[config.mk]
export PLATFORM = sky130hd
export DESIGN_NAME = qspi_flash_arbiter
export DESIGN_NICKNAME = d
export VERILOG_FILES = /design/src/rtl/qspi_flash_arbiter.sv
export SDC_FILE = /design/constraint.sdc
export NUM_CORES = 1
export LEC_CHECK = 0
export ABC_AREA = 1
export BUFFER_PORTS_ARGS = -buffer_cell sky130_fd_sc_hd__buf_2
export CAP_MARGIN = 40
export CELL_PAD_IN_SITES_DETAIL_PLACEMENT = 1
export CELL_PAD_IN_SITES_GLOBAL_PLACEMENT = 2
export CORE_MARGIN = 2
export CORE_UTILIZATION = 31
export CTS_CLUSTER_DIAMETER = 30
export DETAILED_ROUTE_END_ITERATION = 16
export PLACE_DENSITY_LB_ADDON = 0.1
export SLEW_MARGIN = 10
export SYNTH_ARGS = -nofsm -noshare
export SYNTH_HDL_FRONTEND = slang
export SYNTH_SLANG_ARGS = --single-unit
[constraint.sdc]
create_clock -name clk -period 3.92 [get_ports clk]
set_clock_uncertainty 0.05 [all_clocks]
set_input_delay 0.588 -clock clk [delete_from_list [all_inputs] [get_ports clk]]
set_output_delay 0.588 -clock clk [all_outputs]
set_load 0.1 [all_outputs]
[src/rtl/qspi_flash_arbiter.sv]
// Quad-I/O fast-read (EBh) sequencer that shares one SPI flash between two
// 32-bit read ports with round-robin arbitration. SCLK runs at clk/2, mode 0.
module qspi_flash_arbiter #(
    parameter int ADDR_WIDTH   = 24,
    parameter int DUMMY_CYCLES = 4
) (
    input  logic                  clk,
    input  logic                  rst_n,
    input  logic                  req0_valid,
    input  logic [ADDR_WIDTH-1:0] req0_addr,
    output logic                  req0_ready,
    output logic [31:0]           req0_rdata,
    input  logic                  req1_valid,
    input  logic [ADDR_WIDTH-1:0] req1_addr,
    output logic                  req1_ready,
    output logic [31:0]           req1_rdata,
    output logic                  spi_sclk,
    output logic                  spi_cs_n,
    output logic [3:0]            spi_io_out,
    output logic [3:0]            spi_io_oe,
    input  logic [3:0]            spi_io_in
);

    typedef enum logic [2:0] {
        ST_IDLE  = 3'd0,
        ST_CMD   = 3'd1,
        ST_ADDR  = 3'd2,
        ST_MODE  = 3'd3,
        ST_DUMMY = 3'd4,
        ST_DATA  = 3'd5,
        ST_DONE  = 3'd6,
        ST_DESEL = 3'd7
    } state_t;

    localparam logic [7:0] CMD_QUAD_READ = 8'hEB;
    localparam logic [3:0] DUMMY_LAST    = 4'(DUMMY_CYCLES - 1);

    state_t      state_r, nxt_state_s;
    logic [3:0]  cnt_r, nxt_cnt_s;
    logic        sclk_r, nxt_sclk_s;
    logic        cs_n_r, nxt_cs_n_s;
    logic [3:0]  io_out_r, nxt_io_out_s;
    logic [3:0]  io_oe_r, nxt_io_oe_s;
    logic [23:0] addr_r, nxt_addr_s;
    logic [27:0] shift_r, nxt_shift_s;
    logic        grant_r, nxt_grant_s;
    logic        last_grant_r, nxt_last_grant_s;
    logic        ready0_r, nxt_ready0_s;
    logic        ready1_r, nxt_ready1_s;
    logic [31:0] rdata0_r, nxt_rdata0_s;
    logic [31:0] rdata1_r, nxt_rdata1_s;
    logic        win_s;
    logic [23:0] req_addr_s;
    logic [31:0] word_be_s;
    logic [31:0] word_le_s;

    function automatic logic [3:0] phase_last(input state_t st);
        logic [3:0] last;
        case (st)
            ST_CMD:   last = 4'd7;
            ST_ADDR:  last = 4'd5;
            ST_MODE:  last = 4'd1;
            ST_DUMMY: last = DUMMY_LAST;
            ST_DATA:  last = 4'd7;
            default:  last = 4'd0;
        endcase
        return last;
    endfunction

    function automatic state_t phase_next(input state_t st);
        state_t nxt;
        case (st)
            ST_CMD:   nxt = ST_ADDR;
            ST_ADDR:  nxt = ST_MODE;
            ST_MODE:  nxt = ST_DUMMY;
            ST_DUMMY: nxt = ST_DATA;
            ST_DATA:  nxt = ST_DONE;
            default:  nxt = ST_IDLE;
        endcase
        return nxt;
    endfunction

    function automatic logic [3:0] drive_nibble(input state_t st, input logic [3:0] cnt,
                                                input logic [23:0] addr);
        logic [3:0] nib;
        case (st)
            ST_CMD: nib = {3'b000, CMD_QUAD_READ[3'd7 - cnt[2:0]]};
            ST_ADDR: begin
                case (cnt[2:0])
                    3'd0:    nib = addr[23:20];
                    3'd1:    nib = addr[19:16];
                    3'd2:    nib = addr[15:12];
                    3'd3:    nib = addr[11:8];
                    3'd4:    nib = addr[7:4];
                    default: nib = addr[3:0];
                endcase
            end
            default: nib = 4'h0;
        endcase
        return nib;
    endfunction

    function automatic logic [3:0] oe_for(input state_t st);
        logic [3:0] oe;
        case (st)
            ST_CMD:  oe = 4'b0001;
            ST_ADDR: oe = 4'b1111;
            ST_MODE: oe = 4'b1111;
            default: oe = 4'b0000;
        endcase
        return oe;
    endfunction

    // Nibbles arrive as byte0-hi, byte0-lo, ...; rdata is little-endian by byte.
    assign word_be_s = {shift_r, spi_io_in};
    assign word_le_s = {word_be_s[7:0], word_be_s[15:8], word_be_s[23:16], word_be_s[31:24]};

    // Next-state, arbitration and SPI pin values
    always_comb begin
        nxt_state_s      = state_r;
        nxt_cnt_s        = cnt_r;
        nxt_sclk_s       = sclk_r;
        nxt_cs_n_s       = cs_n_r;
        nxt_io_out_s     = io_out_r;
        nxt_io_oe_s      = io_oe_r;
        nxt_addr_s       = addr_r;
        nxt_shift_s      = shift_r;
        nxt_grant_s      = grant_r;
        nxt_last_grant_s = last_grant_r;
        nxt_ready0_s     = 1'b0;
        nxt_ready1_s     = 1'b0;
        nxt_rdata0_s     = rdata0_r;
        nxt_rdata1_s     = rdata1_r;
        win_s            = 1'b0;
        req_addr_s       = 24'h000000;

        case (state_r)
            ST_IDLE: begin
                if (req0_valid || req1_valid) begin
                    if (req0_valid && req1_valid) begin
                        win_s = ~last_grant_r;
                    end else begin
                        win_s = req1_valid;
                    end
                    req_addr_s       = win_s ? 24'(req1_addr) : 24'(req0_addr);
                    nxt_addr_s       = {req_addr_s[23:2], 2'b00};
                    nxt_grant_s      = win_s;
                    nxt_last_grant_s = win_s;
                    nxt_state_s      = ST_CMD;
                    nxt_cnt_s        = 4'd0;
                    nxt_sclk_s       = 1'b0;
                    nxt_cs_n_s       = 1'b0;
                    nxt_io_out_s     = drive_nibble(ST_CMD, 4'd0, addr_r);
                    nxt_io_oe_s      = oe_for(ST_CMD);
                end else begin
                    nxt_cs_n_s = 1'b1;
                    nxt_sclk_s = 1'b0;
                end
            end
            ST_CMD, ST_ADDR, ST_MODE, ST_DUMMY, ST_DATA: begin
                if (!sclk_r) begin
                    nxt_sclk_s = 1'b1;
                end else begin
                    // Edge ending the high half: sample, then advance the bit period
                    nxt_sclk_s = 1'b0;
                    if (state_r == ST_DATA) begin
                        nxt_shift_s = {shift_r[23:0], spi_io_in};
                    end else begin
                        nxt_shift_s = shift_r;
                    end
                    if (cnt_r == phase_last(state_r)) begin
                        nxt_state_s = phase_next(state_r);
                        nxt_cnt_s   = 4'd0;
                    end else begin
                        nxt_cnt_s = cnt_r + 4'd1;
                    end
                    if (nxt_state_s == ST_DONE) begin
                        nxt_cs_n_s   = 1'b1;
                        nxt_io_out_s = 4'h0;
                        nxt_io_oe_s  = 4'b0000;
                        if (grant_r) begin
                            nxt_ready1_s = 1'b1;
                            nxt_rdata1_s = word_le_s;
                        end else begin
                            nxt_ready0_s = 1'b1;
                            nxt_rdata0_s = word_le_s;
                        end
                    end else begin
                        nxt_io_out_s = drive_nibble(nxt_state_s, nxt_cnt_s, addr_r);
                        nxt_io_oe_s  = oe_for(nxt_state_s);
                    end
                end
            end
            ST_DONE: begin
                nxt_state_s = ST_DESEL;
            end
            ST_DESEL: begin
                nxt_state_s = ST_IDLE;
            end
            default: begin
                nxt_state_s  = ST_IDLE;
                nxt_cs_n_s   = 1'b1;
                nxt_sclk_s   = 1'b0;
                nxt_io_out_s = 4'h0;
                nxt_io_oe_s  = 4'b0000;
            end
        endcase
    end

    // State and registered outputs with synchronous active-low reset
    always_ff @(posedge clk) begin
        if (!rst_n) begin
            state_r      <= ST_IDLE;
            cnt_r        <= 4'd0;
            sclk_r       <= 1'b0;
            cs_n_r       <= 1'b1;
            io_out_r     <= 4'h0;
            io_oe_r      <= 4'b0000;
            addr_r       <= 24'h000000;
            shift_r      <= 28'h0000000;
            grant_r      <= 1'b0;
            last_grant_r <= 1'b1;
            ready0_r     <= 1'b0;
            ready1_r     <= 1'b0;
            rdata0_r     <= 32'h00000000;
            rdata1_r     <= 32'h00000000;
        end else begin
            state_r      <= nxt_state_s;
            cnt_r        <= nxt_cnt_s;
            sclk_r       <= nxt_sclk_s;
            cs_n_r       <= nxt_cs_n_s;
            io_out_r     <= nxt_io_out_s;
            io_oe_r      <= nxt_io_oe_s;
            addr_r       <= nxt_addr_s;
            shift_r      <= nxt_shift_s;
            grant_r      <= nxt_grant_s;
            last_grant_r <= nxt_last_grant_s;
            ready0_r     <= nxt_ready0_s;
            ready1_r     <= nxt_ready1_s;
            rdata0_r     <= nxt_rdata0_s;
            rdata1_r     <= nxt_rdata1_s;
        end
    end

    assign spi_sclk   = sclk_r;
    assign spi_cs_n   = cs_n_r;
    assign spi_io_out = io_out_r;
    assign spi_io_oe  = io_oe_r;
    assign req0_ready = ready0_r;
    assign req1_ready = ready1_r;
    assign req0_rdata = rdata0_r;
    assign req1_rdata = rdata1_r;

endmodule

Word-level counts from Yosys, hierarchy flattened
Memory sizes are Yosys's and may differ from the RTL's.
Index checks and enable logic that the tools add are counted.
Operators by class
  $add $sub $neg: 2
  magnitude comparators: 1
  eq/ne operators: 19
  mux-type cells: 39
  bitwise gates (word level): 2
  reduce and logical (&&, ||, !) cells: 16
Operator list (number)
  2-to-1 mux 4 bit: 12
  one-hot mux 4 bit (2 select lines): 5
  2-to-1 mux 24 bit: 1
  one-hot mux 3 bit (4 select lines): 2
  one-hot mux 4 bit (5 select lines): 1
  == test 3 x 2 -> 1 bit (second input constant): 6
  == test 3 bit (second input constant): 6
  2-to-1 mux 3 bit: 5
  one-hot mux 3 bit (5 select lines): 1
  AND reduction 4 bit: 3
  2-to-1 mux 1 bit: 10
  == test 3 x 1 -> 1 bit (second input constant): 3
  AND reduction 3 bit: 3
  zero test 3 bit: 2
  != test 2 bit (second input constant): 3
  OR reduction 5 bit: 1
  adder 4 x 1 -> 4 bit (second input constant): 1
  == test 4 bit: 1
  < comparator 3 x 4 -> 1 bit (second input constant): 1
  one-hot mux 1 bit (2 select lines): 2
  AND reduction 2 bit: 2
  OR reduction 2 bit: 2
  subtractor 3 bit (first input constant): 1
  inverter 1 bit: 2
  3 further kinds: 3
Word-level totals
  register bits after elaboration: 135
  bits in read-only memories: 8
  bits of input ports: 56
  output and inout port bits: 76
  logic and storage cells: 94
  memories: 1
Memories
  (name not given): words 8, width 1, rd ports 1, clocked after Yosys merged registers in 0, wr ports 0, RTL line 87  | ST_CMD: nib = {3'b000, CMD_QUAD_READ[3'd7 - cnt[2:0]]};

Longest topological paths before layout
Gate-level depths: netlist of the first run.
  word-level depth: 16
  mapped depth: 18
  gate-level depth less buffers: 16

Worst setup path after synthesis of the first run
No wires, ideal clock.
  path type: reg-to-reg
  from: register sclk_r (netlist: spi_sclk)
  to: register io_oe_r[2] (netlist: spi_io_oe[2])
  library setup time: 0.128 ns
  arrival: 2.044 ns
  required time: 3.742 ns
  slack: 1.698 ns
  cell stages (with the launch flop): 8
  path buffers: 0
  clock period less this slack: 2.222 ns
  path through: dfxtp_1 nor2_1 nor2_1 inv_1 nor2_1 inv_2 a21oi_1 nor2_1
On the way
  longest elaborated chain between the ends: 2
Ends and longest elaborated chain
  from (decl): RTL line 40  | logic sclk_r, nxt_sclk_s;
  from (signal assigned): RTL line 230  | sclk_r <= nxt_sclk_s;
  != test 2 bit (no source line)
  AND reduction 3 bit (no source line)
  to (signal assigned): RTL line 233  | io_oe_r <= nxt_io_oe_s;
  to (decl): RTL line 43  | logic [3:0] io_oe_r, nxt_io_oe_s;
No other way between the ends.
A chain may end at the register's enable or synchronous reset.

Worst setup path in the final report of the first run
  from: register state_r[2]
  to: register rdata0_r[1] (netlist: req0_rdata[1])
On the way
  longest elaborated chain between the ends: 11
  elaborated cells on any way between the ends: 17
  those cells by class: eq/ne: 7; mux: 7; reduce/logical: 3
Ends and longest elaborated chain
  from (decl): RTL line 38  | state_t state_r, nxt_state_s;
  from (signal assigned): RTL line 228  | state_r <= nxt_state_s;
  == test 3 bit or == test 3 x 1 -> 1 bit (tied branches): RTL line 59, 72, 137
  OR reduction 2 bit (no source line)
  one-hot mux 3 bit (4 select lines): RTL line 59  | case (st)
  2-to-1 mux 4 bit: RTL line 161  | if (!sclk_r) begin
  2-to-1 mux 4 bit: RTL line 137  | case (state_r)
  == test 4 bit: RTL line 171  | if (cnt_r == phase_last(state_r)) begin
  2-to-1 mux 3 bit: RTL line 171
  2-to-1 mux 3 bit: RTL line 161
  2-to-1 mux 3 bit: RTL line 137
  == test 3 bit: RTL line 177  | if (nxt_state_s == ST_DONE) begin
  AND reduction 4 bit (no source line) (*)
  to (signal assigned): RTL line 240  | rdata0_r <= nxt_rdata0_s;
  to (decl): RTL line 50  | logic [31:0] rdata0_r, nxt_rdata0_s;
Every way passes the cells marked *; elsewhere a longest branch is shown, timed or not. The select of a mux whose other input is x is not followed.

==> out/qor.yml, run 1 <==
ys_seq_elements: 133
powerDensity_mw_per_mm2: 605.6
slew_headroom_pct: 49.45
cts-buffers-inserted: 17
antenna_found_initial: 0
dp_hpwl_um: 11050
syn_nets: 801
mappedNetlistArea_sq_mm: 0.005433
synth_most_common_cell: "nor2_1"
first_pass_iters: 4
path_class: "flop to flop"
crit_path_end_kind: "flop"
portBuffers: 127
n_fill_cell: 2153
cts_root_buf: "clkbuf_16"
wire_per_inst_um: 15.11
yosysUniqueCellTypes: 34
clk_pin_slew_worst_paths_ns: 0.06
cts_setup_buffers: 0
holdWs_ns: 0.3704
core-area_sq_mm: 0.01724
fp.dieH_um: 136.4
netlist_top_cells_count: "nor2_1, dfxtp_1, o21ai_0, nand2_1, a21oi_1"
final_hold_viol_count: 0
clock-sinks: 133
h-tree-depth: 4
grt.overflow.total: 0
yosysWarnings: 0
yosysSeqAreaShare_pct: 49.01
synthCells: 743
synth_area_leaders: "dfxtp_1, nor2_1, o21ai_0"
routed_wirelength_um: 16500
drc: 0
grt_max_degree: 110
synth_largest_area_cell: "dfxtp_1"
synth_edf_count: 0
async_flop_share_pct: 0
status: "completed"
avgSynthCellArea_sq_um: 7.312
drt_iter0_markers: 295
cp-start-kind: "flop"
initial_core_util_pct: 31.52
fin_crit_sh_pct: 76.41
fmax_mhz: 333.9
crit_path_max_fanout: 34
setup_tns_ns: 0
hp-class: "input port to flop"
required_ns: 4.23
setup_viol: 0
cts-hold-fix-buffers: 0
vias: 5225
synth_top_area_share_pct: 49.01
viasPerCell: 4.785
drv_cap: 0
drive_gt1_share_pct: 22.29
post-place-cells: 1058
post_cts_resized: 0
period_needed_ns: 2.995
clkLatencyLatePin_ns: 0.42
io_pins: 132
tightest_slew_ns: 0.7574
synth-main-ff-cell: "dfxtp_1"
cts_tree: "yes"
dieArea_sq_mm: 0.01860
grt.total_usage_pct: 18.28
finalNonFillerCells: 1092
die_w_um: 136.4
p_leak_uw: 0.003156
clk_path_buf_depth: 2
grt_pass1_vias: 5193
grt_pass1_wl_um: 26660
drv_slew: 0
syn_to_final_growth_pct: 25.26
ant_nets: 0
nNetsFinal: 911
cp.arrival_ns: 3.30
rsz0062_at_grt: "false"
gp_congestion: 0.8180
peakVddDrop_uv: 326.3
num_rows: 48
==> sequential cells by signal, indices dropped and copies added (netlist names) <==
register	count
cnt_r	4
addr_r	22
last_grant_r	1
spi_io_out	4
req1_rdata	32
req1_ready	1
req0_ready	1
req0_rdata	32
spi_sclk	1
state_r	3
shift_r	28
spi_io_oe	2
spi_cs_n	1
grant_r	1
==> critical path, cell delays in order, from the launching register on <==
cell     delay, ns
dfxtp_1       0.56
inv_2         0.12
nand3_1       0.14
nand2_1       0.10
nand2_1       0.08
nand3_2       0.08
nor2_2        0.22
nand4_2       0.16
inv_2         0.13
nand2_2       0.38
inv_2         0.67
nor2_1        0.10
nor2_1        0.12
==> power breakdown <==
part	switching, uW	internal (uW)	total (uW)	leakage (uW)
Sequential	71.1	1450	1530	0.00108
Clock	640	931	1570	0.000276
Combinational	735	290	1030	0.00180
==> cell families (layout without fill, tap and decap cells) <==
| logic type | Yosys count | after routing | share of synthesized area (%) |
|---|---|---|---|
| buf+inv | 86 | 209 | 7.209 |
| flops | 133 | 133 | 49.01 |
| fa+ha+maj | 2 | 2 | 0.4605 |
| other cells | 0 | 1 | 0 |
| compound gates | 181 | 181 | 17.94 |
| xor+xnor | 1 | 1 | 0.1612 |
| simple gates | 340 | 340 | 25.22 |
==> per-stage QoR <==
step / area, sq um / util, % / worst slack (ns) / power [uW]
CTS: 6775 / 39.31 / 0.8506 / 4158
global placement: 6163 / 35.76 / 0.9685 / 2560
floorplan: 5433 / - / 1.698 / 2317
global route: 6803 / 39.47 / 0.5637 / 4359
finish: 6805 / 39.48 / 0.9247 / 4121
detailed placement: 6191 / 35.92 / 0.8744 / 2577
==> worst paths after layout <==
kind	slack, ns	from	endpoint	depth (start not counted)
setup / recovery	0.92	state_r[2]	req0_rdata[1]	12
hold / removal	0.37	req1_addr[21]	addr_r[21]	3
hold reg to reg	0.42	spi_io_out[2]	spi_io_out[2]	2
setup reg to reg	0.92	state_r[2]	req0_rdata[1]	12
==> layer usage <==
metal	vias up	track usage, %	routed length (um)
met1	2459	24.83	8198
met3	18	4.735	831
li1	2635	-	-
met2	113	28.17	7264
met5	-	0	0
met4	0	6.134	204
==> final cells by class <==
class                           count  area (sq um)  area share, %
Antenna cell                        1         2.502        0.03677
Timing Repair Buffer              134         728.2          10.70
Inverter                           43         162.7          2.390
Clock buffer                       20         466.7          6.858
Multi-Input combinational cell    524          2384          35.02
Clock inverter                     12         117.6          1.728
Tap cell                          225         281.5          4.137
Sequential cell                   133          2663          39.12
==> layout by cell type (no fill, tap or decap), types with 12 or more instances in the layout <==
cell type  count
inv_2         12
nand3_1       15
nand2_1       94
buf_2        127
nor2_1       212
a21oi_1       51
inv_1         30
clkbuf_16     17
dfxtp_1      133
o21ai_0      109
Note: power is estimated with default switching activity, not from simulation.
==> run 2, diff against run 1 <==
Settings changed: ABC_AREA 1 to 0, CORE_UTILIZATION 31 to 27.
Clock period 3.92 ns to 2.54 ns, I/O delays scaled along.
==> out/qor.yml, run 2 <==
status: "completed"
core-area_sq_mm: 0.02010
synth-adder-area-share_pct: 0.4561
synth-xor-area-share_pct: 0.4789
path_class: "flop to flop"
drc: 0
routed_wirelength_um: 16280
crit_path_max_fanout: 17
drive_gt1_share_pct: 23.23
final_hold_viol_count: 0
synth_largest_area_cell: "dfxtp_1"
portBuffers: 127
combPwrFrac_pct: 8.7
placed_cell_area_sq_mm: 0.006460
crit_path_end_kind: "flop"
final_common_cell: "nand2_1"
seqPwrFrac_pct: 41.2
synth_top_family_by_area: "simple AND/OR/NAND/NOR gates"
setup_viol: 0
peakVddDrop_uv: 425.1
rr_endpoint: "req0_rdata[20]"
ant_nets: 0
avgSynthCellArea_sq_um: 7.951
dp_hpwl_um: 11320
hold_path_end: "req0_rdata[24]"
synth-main-ff-cell: "dfxtp_1"
syn_nets: 748
grt_max_degree: 67
netlist_top_cells_count: "nand2_1, dfxtp_1, a21oi_1, clkbuf_1, nor2_1"
cts-buffers-inserted: 17
nNetsFinal: 863
io_pins: 132
mappedNetlistArea_sq_mm: 0.005487
async_flop_share_pct: 0
initial_core_util_pct: 27.29
switching_share_pct: 24.88
grt_pass1_vias: 5070
synth-compound-area-share_pct: 19.38
syn_to_final_growth_pct: 29.28
clkLatencyLatePin_ns: 0.42
required_ns: 2.77
cts_tree: "yes"
dieArea_sq_mm: 0.02148
muxShareOfSynthArea_pct: 4.196
vias: 5118
grt_pass1_wl_um: 26610
finalNonFillerCells: 1088
tightest_slew_ns: 0.7055
final_area_sq_mm: 0.007093
r2r_start: "state_r[1]"
holdWs_ns: 0.1860
antenna_found_initial: 0
gp_congestion: 0.7689
slew_headroom_pct: 52.96
hp-class: "input port to flop"
drt_iter0_markers: 173
drv_slew: 0
min_from: "spi_io_in[0]"
die_w_um: 146.6
p_int_uw: 3972
diodes: 0
synth_area_leaders: "dfxtp_1, nand2_1, a21oi_1"
ff2ff_setup_slack_ns: 0.11
yosysSeqAreaShare_pct: 48.53
setup_tns_ns: 0
synthCells: 690
layout_common_cells: "nand2_1, dfxtp_1, buf_2"
cts_root_buf: "clkbuf_16"
fin_crit_sh_pct: 95.57
wire_per_inst_um: 14.96
fp.dieH_um: 146.6
fmax_mhz: 412.0
clock_power_share_pct: 50.1
clk_path_buf_depth: 2
cp.arrival_ns: 2.65
viasPerCell: 4.704
rsz0062_at_grt: "true"
num_rows: 52
p_sw_uw: 1316
ys_seq_elements: 133
synth_top_area_share_pct: 48.53
first_pass_iters: 4
powerDensity_mw_per_mm2: 745.5
n_fill_cell: 2428
yosysUniqueCellTypes: 52
clock-sinks: 133
cts_setup_buffers: 0
grt.overflow.total: 0
period_needed_ns: 2.427
drv_cap: 0
utilization_pct: 35.28
reg2reg_depth: 7
clk_pin_slew_worst_paths_ns: 0.06
p_leak_uw: 0.002806
h-tree-depth: 4
synth_edf_count: 0
cp-start-kind: "flop"
grt.total_usage_pct: 15.47
synthSimpleGateAreaFrac_pct: 21.71
post-place-cells: 1056
yosysWarnings: 0
holdPathStages: 3
synth_most_common_cell: "nand2_1"
-- run 2: cell count changes after synthesis, sizes merged, moves of 6 or more --
cell	delta
a211oi	+22
a21oi	+48
a221oi	-6
buf	+9
inv	-35
mux2i	+23
nand2	+111
nand3	-8
nor2	-178
o21ai	-97
-- run 2: critical path, stage by stage, from the launching register on --
cell and delay [ns]:
dfxtp_2 0.36, or3_1 0.37, a211o_1 0.32, a221o_1 0.39
or3_1 0.39, buf_4 0.22, nand2_1 0.10, a21oi_1 0.07
-- run 2: metal layers --
layer	GRT usage [%]	up-vias	part of all wire, %
met5	0	-	0
met4	5.243	0	1.3
met3	3.875	18	4.6
met2	24.29	109	44
met1	20.80	2416	50
li1	-	2575	-
-- run 2: per-stage QoR --
step	total power, uW	setup WS [ns]
after floorplan	2527	0.1127
after global placement	2684	0.1114
after detailed placement	2695	0.05719
after CTS	5372	0.03672
after global routing	5490	-0.01898
final	5288	0.1126
-- run 2: layout make-up --
cell class                 instances  area (sq um)  area share [%]
tap                              270         337.8           4.763
inverter                           8         32.53          0.4586
clock inverter                    13         198.9           2.805
sequential                       133          2664           37.56
timing repair buffer             153         880.8           12.42
clock buffer                      19         432.9           6.103
multi-input combinational        492          2546           35.90
-- run 2: cells by family after synthesis --
group                      count (synthesis)
and+or+nand+nor                          289
AOI/OAI and AO/OA                        175
DFF                                      133
buffers and inverters                     65
muxes                                     23
xor gates and xnor gates                   3
adders and majority gates                  2
-- run 2: worst max path at each step --
stage                           from             end  slack (ns)  depth (start not counted)
after floorplan             cnt_r[0]   req0_rdata[3]        0.11                          9
after global placement    state_r[1]  req0_rdata[19]        0.11                          7
after detailed placement  state_r[1]  req0_rdata[20]        0.06                          7
after CTS                 state_r[1]  req0_rdata[20]        0.04                          7
after global routing      state_r[1]  req0_rdata[20]       -0.02                          7
final                     state_r[1]  req0_rdata[20]        0.11                          7
-- run 2: repair_timing --
action                                 4_1_cts  5_1_grt
endpoints found under the hold margin        0        0
hold buffers                                 0        0
setup endpoints to repair                    0       35
gates resized for setup                      0        1
-- run 2: power groups by stage --
stage / Sequential (uW) / Combinational [uW] / Clock [uW]
2_1_floorplan: 2270 / 259 / 0
4_1_cts: 2180 / 471 / 2720
6_report: 2180 / 463 / 2650
3_5_place_dp: 2230 / 469 / 0
3_3_place_gp: 2220 / 460 / 0
5_1_grt: 2180 / 514 / 2790
==> run 3, diff against run 2 <==
==> constraint.sdc (replaced) <==
create_clock -name clk -period 2.54 [get_ports clk]
set_clock_uncertainty 0.05 [all_clocks]
set_input_delay 0.508 -clock clk [delete_from_list [all_inputs] [get_ports clk]]
set_output_delay 0.508 -clock clk [all_outputs]
set_load 0.1 [all_outputs]
==> out/qor.yml, run 3 (synthesized netlist as in run 2, its figures left out) <==
status: "completed"
drv_slew: 0
dieArea_sq_mm: 0.02148
peakVddDrop_uv: 461.0
post-place-ws_ns: 0.09322
grt_pass1_wl_um: 26410
required_ns: 2.76
initial_core_util_pct: 27.29
drive_gt1_share_pct: 23.38
dp_hpwl_um: 11140
h-tree-depth: 4
worst_slack_ns: 0.1423
clk_pin_slew_worst_paths_ns: 0.06
clkLatencyLatePin_ns: 0.42
ff2ff_setup_slack_ns: 0.14
fmax_mhz: 417.1
vias: 5100
syn_to_final_growth_pct: 29.85
grt_max_degree: 124
p_leak_uw: 0.002825
fp.dieH_um: 146.6
crit_path_max_fanout: 16
tightest_slew_ns: 0.6223
wire_per_inst_um: 14.86
post-place-cells: 1055
fin_crit_sh_pct: 94.40
gp_congestion: 0.7541
clock-sinks: 133
clk_path_buf_depth: 2
cts-buffers-inserted: 17
powerDensity_mw_per_mm2: 753.7
cts_tree: "yes"
grt_pass1_vias: 5082
layout_common_cells: "nand2_1, dfxtp_1, buf_2"
rsz0062_at_grt: "true"
viasPerCell: 4.692
cts_root_buf: "clkbuf_16"
io_pins: 132
drt_iter0_markers: 262
holdWs_ns: 0.3003
num_rows: 52
routed_wirelength_um: 16150
utilization_pct: 35.44
ant_nets: 0
portBuffers: 127
nNetsFinal: 862
crit_path_end_kind: "flop"
hp-class: "input port to flop"
path_class: "flop to flop"
finalNonFillerCells: 1087
die_w_um: 146.6
drv_cap: 0
final_hold_viol_count: 0
antenna_found_initial: 0
core-area_sq_mm: 0.02010
slew_headroom_pct: 58.51
first_pass_iters: 4
diodes: 0
grt.overflow.total: 0
final_common_cell: "nand2_1"
grt.total_usage_pct: 15.41
period_needed_ns: 2.398
cp.arrival_ns: 2.62
drc: 0
cp-start-kind: "flop"
setup_tns_ns: 0
setup_viol: 0
[run 3: cell types whose count changed in the layout (fill, tap and decap cells not counted), sizes merged]
cell / delta
clkbuf: +1
clkinvlp: -1
buf: -1
clkinv: -1
inv: +1
[run 3: repair_timing]
item	CTS	global route
hold buffers	0	0
buffers inserted	0	0
endpoints found under the setup margin	0	36
endpoints found under the hold margin	0	0
resized for setup	0	1
[run 3: path summary, 6_finish.rpt]
path / start / cells past startpoint / end
max: state_r[1] / 7 / req0_rdata[5]
min: spi_io_in[1] / 3 / req1_rdata[25]
max reg2reg: state_r[1] / 7 / req0_rdata[5]
min reg2reg: req1_rdata[17] / 2 / req1_rdata[17]
[run 3: area by class of cell]
| cell class | instances | area [sq um] |
|---|---|---|
| Fill cell | 2442 | 12980 |
| Sequential cell | 133 | 2664 |
| Multi-Input combinational cell | 492 | 2546 |
| Timing Repair Buffer | 152 | 885.9 |
| Clock buffer | 20 | 466.7 |
| Tap cell | 270 | 337.8 |
| Clock inverter | 12 | 191.4 |
| Inverter | 8 | 32.53 |
[run 3: layer usage]
metal / vias up / global-route usage [%] / wire length, um / part of all wire, %
li1: 2575 / - / - / -
met4: 0 / 5.097 / 217 / 1.3
met3: 18 / 4.375 / 776 / 4.8
met2: 104 / 23.30 / 7139 / 44
met5: - / 0 / 0 / 0
met1: 2403 / 21.19 / 8015 / 50
[run 3: report_power, final]
part / internal (uW) / switching (uW) / total, uW
clock network: 1740 / 990 / 2730
logic: 171 / 289 / 460
registers: 2140 / 37.3 / 2180
[run 3: worst max-delay path, stage by stage (launching register included)]
cell and delay [ns]:
dfxtp_2 0.36, or3_1 0.37, a211o_1 0.32, a221o_1 0.39, or3_1 0.39, buf_4 0.22, nand2_1 0.09, a21oi_1 0.06
[run 3: stage by stage]
step,instance area [sq um],total power (uW)
after floorplan,5487,2527
after global placement,6465,2685
after detailed placement,6465,2693
after CTS,7123,5449
after global routing,7124,5586
final,7124,5369
